==> src/rtl/pc_stos_fetch.sv <==
// Program counter with a return-address stack for CALL/RET and interrupt entry.
// Emits the program-memory address plus the stack status flags the decoder tests.
module pc_stos_fetch #(
  parameter int PC_WIDTH = 8,
  parameter int STOS_DEPTH = 8,
  parameter logic [PC_WIDTH-1:0] RESET_VEC = '0
) (
  input  logic clk,
  input  logic rst,
  input  logic ce,
  input  logic ID_rst,
  input  logic skok_ID,
  input  logic [PC_WIDTH-1:0] adres_skok_ID,
  input  logic skok_pc_ID,
  input  logic ID_push_pc,
  input  logic ID_pop_pc,
  input  logic jest_przerwanie,
  output logic [PC_WIDTH-1:0] pc,
  output logic stos_pc_empty,
  output logic stos_pc_full,
  output logic [$clog2(STOS_DEPTH+1)-1:0] stos_pc_count,
  output logic stos_pc_error
);

  localparam int CW = $clog2(STOS_DEPTH+1);
  localparam int IW = $clog2(STOS_DEPTH);

  localparam logic [2:0] OP_RST  = 3'd0;
  localparam logic [2:0] OP_ILL  = 3'd1;
  localparam logic [2:0] OP_RET  = 3'd2;
  localparam logic [2:0] OP_CALL = 3'd3;
  localparam logic [2:0] OP_JMP  = 3'd4;
  localparam logic [2:0] OP_INC  = 3'd5;

  logic [PC_WIDTH-1:0] stos [STOS_DEPTH];
  logic [PC_WIDTH-1:0] pc_inc;
  logic [PC_WIDTH-1:0] ret;
  logic [PC_WIDTH-1:0] top;
  logic [IW-1:0] wr_idx;
  logic [IW-1:0] rd_idx;
  logic [2:0] op;

  assign pc_inc = pc + 1'b1;
  // Interrupt entry saves the preempted pc so that instruction re-executes.
  assign ret = jest_przerwanie ? pc : pc_inc;
  assign wr_idx = stos_pc_count[IW-1:0];
  assign rd_idx = wr_idx - 1'b1;
  assign top = stos[rd_idx];

  assign stos_pc_empty = (stos_pc_count == '0);
  assign stos_pc_full = (stos_pc_count == CW'(STOS_DEPTH));

  // Priority resolved here so the update below sees exactly one opcode.
  always_comb begin
    op = OP_INC;
    if (ID_rst)
      op = OP_RST;
    else if (ID_push_pc && ID_pop_pc)
      op = OP_ILL;
    else if (skok_ID && skok_pc_ID && ID_pop_pc)
      op = OP_RET;
    else if (skok_ID && ID_push_pc)
      op = OP_CALL;
    else if (skok_ID)
      op = OP_JMP;
  end

  always_ff @(posedge clk) begin
    if (rst) begin
      pc <= RESET_VEC;
      stos_pc_count <= '0;
      stos_pc_error <= 1'b0;
      for (int i = 0; i < STOS_DEPTH; i++)
        stos[i] <= '0;
    end else if (ce) begin
      unique case (op)
        OP_RST: begin
          pc <= RESET_VEC;
          stos_pc_count <= '0;
        end
        OP_ILL: begin
          pc <= pc_inc;
          stos_pc_error <= 1'b1;
        end
        OP_RET: begin
          if (stos_pc_empty) begin
            pc <= pc_inc;
            stos_pc_error <= 1'b1;
          end else begin
            pc <= top;
            stos_pc_count <= stos_pc_count - 1'b1;
          end
        end
        OP_CALL: begin
          pc <= adres_skok_ID;
          if (stos_pc_full) begin
            stos_pc_error <= 1'b1;
          end else begin
            stos[wr_idx] <= ret;
            stos_pc_count <= stos_pc_count + 1'b1;
          end
        end
        OP_JMP: pc <= adres_skok_ID;
        OP_INC: pc <= pc_inc;
        default: pc <= pc_inc;
      endcase
    end
  end

endmodule

==> config.mk <==
export PLATFORM = sky130hd
export DESIGN_NAME = pc_stos_fetch
export DESIGN_NICKNAME = d
export VERILOG_FILES = /design/src/rtl/pc_stos_fetch.sv
export SDC_FILE = /design/constraint.sdc
export NUM_CORES = 1
export LEC_CHECK = 0
export BUFFER_PORTS_ARGS = -buffer_cell sky130_fd_sc_hd__buf_2
export CORE_ASPECT_RATIO = 0.7
export CORE_MARGIN = 3
export CORE_UTILIZATION = 60
export DETAILED_ROUTE_END_ITERATION = 7
export PLACE_DENSITY_LB_ADDON = 0.1
export SETUP_SLACK_MARGIN = 0.15
export SLEW_MARGIN = 30
export SYNTH_ARGS = -nofsm -noshare
export SYNTH_HDL_FRONTEND = slang
export SYNTH_SLANG_ARGS = --single-unit
==> constraint.sdc <==
create_clock -name clk -period 3.85 [get_ports clk]
set_clock_uncertainty 0.1 [all_clocks]
set_input_delay 0.1925 -clock clk [delete_from_list [all_inputs] [get_ports clk]]
set_output_delay 0.1925 -clock clk [all_outputs]
set_load 0.01 [all_outputs]
==> out/qor.txt <==
Worst Setup Start Kind: flop
vias in the first global route: 2,508
largest net degree at the start of global routing: 25
Layout Nets: 375
CTS H-Tree Depth: 3
CTS Sinks: 77
Tcrit/Tclk final: 82.82%
f_max: 313.6 MHz
Netlist cell types: 48
DRT Wirelength: 9336 microns
final setup vio count: 0
syn_area_per_cell: 12.05 sq um
First-pass DRT Iterations: 5
cts hold-fix bufs: 0
via/cell ratio: 6.450
post-CTS sizing: 0
clock latency on the worst-skew pair: 350 ps
CORE AREA: 6015 sq um
Post-synth EDFFs: 64
Area growth syn-to-layout: 10.61%
Power Density: 412.0 nW/um^2
yosys warns: 0
vias: 2,793
P_leak: 1.563 nW
Max-Cap Viols: 0
flops & latches, synth: 77
# port buffers: 31
Crit Path Max Fanout: 9
Clock transition at path regs: 80 ps
Least-Margin Pin Slew: 946.5 ps
WL/cell: 21.56 microns
Mapped Area: 3915 sq um
Final Power: 1.784 mW
IR drop worst, VDD: 270.1 uV
register area share after synthesis: 55.74%
# fillers: 431
GPL Wtd Cong: 0.9067
Max stage delay on crit path: 590 ps
hold crit path type: input pin to flop
first-pass GRT wire length: 14,540 microns
CP max-delay cell: nor4b_1
Mapped Cells: 325
drc violations: 0
total track usage: 27.02%
ranking of synthesized cells by area: edfxtp_1 49%, mux4_2 9.2%, nor2_1 8.3%
Final Hold Viols: 0
root buffer cell: clkbuf_8
die width: 102.5 microns
Die Area: 7546 sq um
Core Util, Final: 72.00%
Yosys top cell area share: 49.09%
layout cells sized above 1: 21.23%
crit path time final: 3189 ps
# Post-CTS Setup Buffers: 0
count of pins over their slew limit: 0
Rel. slew slack: 36.69%
Initial DRC Count: 312
CP Data Required Time: 3760 ps
CTS tree: done
critical path endpoint category: flop
# IOs: 32
area leader, netlist: edfxtp_1
site row count: 23
RSZ-0062 raised after global routing: false
Post-DP HPWL: 6848 microns
setup tns final: 0 ps
Setup Crit Path Kind: flop to flop
ys async rst share: 0%
critical path cell sequence: clkinv_1, ha_1, nand3b_1, inv_1, nor4b_1, nand4_1, nand2b_1
CTS buffer count: 9
number of antenna violations at the first check in global routing: 0
outcome: finished clean
die height: 73.59 microns
crit path DAT: 3100 ps
ant diodes: 0
Remaining Overflow, GRT: 0
Net Count, Synth: 347
Starting Density: 65.09%
Antenna Nets Post-Route: 0
top_reg_cell synth: edfxtp_1
worst-case clock buffer depth: 2
[stage by stage]
stage	cells	hold WS [ps]	cell area [sq um]	worst slack (ps)
3_5_place_dp	417	385.7	4108	723.3
6_report	433	91.43	4330	661.3
2_1_floorplan	325	333.2	3915	814.6
5_1_grt	433	96.31	4330	305.3
4_1_cts	433	86.88	4323	705.9
3_3_place_gp	417	370.7	4108	819.5
[cell usage after synthesis (2+ instances only)]
| cell | n |
|---|---|
| a21oi_1 | 4 |
| xor2_1 | 9 |
| a22oi_1 | 2 |
| mux2i_1 | 11 |
| o21a_1 | 2 |
| o221a_2 | 7 |
| edfxtp_1 | 64 |
| nor2b_1 | 4 |
| nand2b_1 | 9 |
| nor2_1 | 87 |
| nand4_1 | 3 |
| buf_4 | 2 |
| ha_1 | 4 |
| or4_1 | 2 |
| o21ai_0 | 3 |
| nand3_1 | 9 |
| mux4_2 | 16 |
| inv_1 | 5 |
| nand2_1 | 9 |
| buf_2 | 6 |
| a21o_1 | 2 |
| nor4b_1 | 2 |
| xnor2_1 | 7 |
| dfxtp_1 | 13 |
| a21boi_0 | 6 |
| nor3_1 | 8 |
| clkbuf_1 | 8 |
[critical path, delay by kind of cell, from the launching register on]
family	cells	cell delay, ps
adder cells (fa/ha/maj)	1	370
AND/OR/NAND/NOR	4	1650
buffers and inverters	2	380
flip-flops	1	340
[flip-flops by register name, summed over array words and instances (netlist names)]
signal	cells
stos_pc_error	1
stos	64
pc	8
stos_pc_count	4
[placed cells by master (no fill, tap or decap), types with 7 or more instances in the layout]
cell	count
mux2i_1	11
xor2_1	9
nand2_1	9
edfxtp_1	64
dfxtp_1	13
o221a_2	7
nand2b_1	9
clkbuf_8	9
mux4_2	16
nor2_1	87
buf_2	31
nand3_1	9
nor3_1	8
[final timing paths]
kind,start,to,slack (ps),cells after the start
worst max-delay path,stos_pc_count[0]$_SDFFE_PP0P_,stos[5][0]$_SDFFCE_PN0P_,660,7
worst max register to register,stos_pc_count[0]$_SDFFE_PP0P_,stos[5][0]$_SDFFCE_PN0P_,660,7
worst min register to register,stos_pc_error$_SDFFE_PP0P_,stos_pc_error$_SDFFE_PP0P_,410,2
worst min-delay path,adres_skok_ID[1],pc[1]$_SDFFE_PP0P_,90,4
[routing by layer]
metal / vias to the layer above / share of wire [%] / wire (microns) / track usage (%)
met5: - / 0 / 0 / 0
met4: 0 / 1.2 / 112 / 5.531
met3: 17 / 12 / 1116 / 9.677
met2: 167 / 42 / 3947 / 35.62
met1: 1357 / 45 / 4160 / 42.85
li1: 1252 / - / - / -
[layout make-up]
type | instances | area (sq um) | area share (%)
clock inverters | 6 | 87.58 | 2.023
multi-input cells | 225 | 1639 | 37.85
clock buffers | 10 | 127.6 | 2.947
flip-flops and latches | 77 | 2182 | 50.39
repair buffers | 34 | 177.7 | 4.103
inverters | 6 | 22.52 | 0.5201
well taps | 75 | 93.84 | 2.167
[cells by family after synthesis]
family	Yosys count	share of synthesized area, %
buffers and inverters	23	2.589
flip-flops	77	55.74
AO/OA/AOI/OAI	32	6.551
AND/OR/NAND/NOR	145	17.74
multiplexers	27	12.02
XOR/XNOR	16	3.580
adder cells (fa/ha/maj)	5	1.790
[report_power, final]
part	internal (mW)	total, mW	switching, mW
Clock	0.365	0.669	0.304
Sequential	0.928	0.951	0.0228
Combinational	0.0642	0.164	0.0995
No activity file was read; power rests on OpenSTA's default activity.
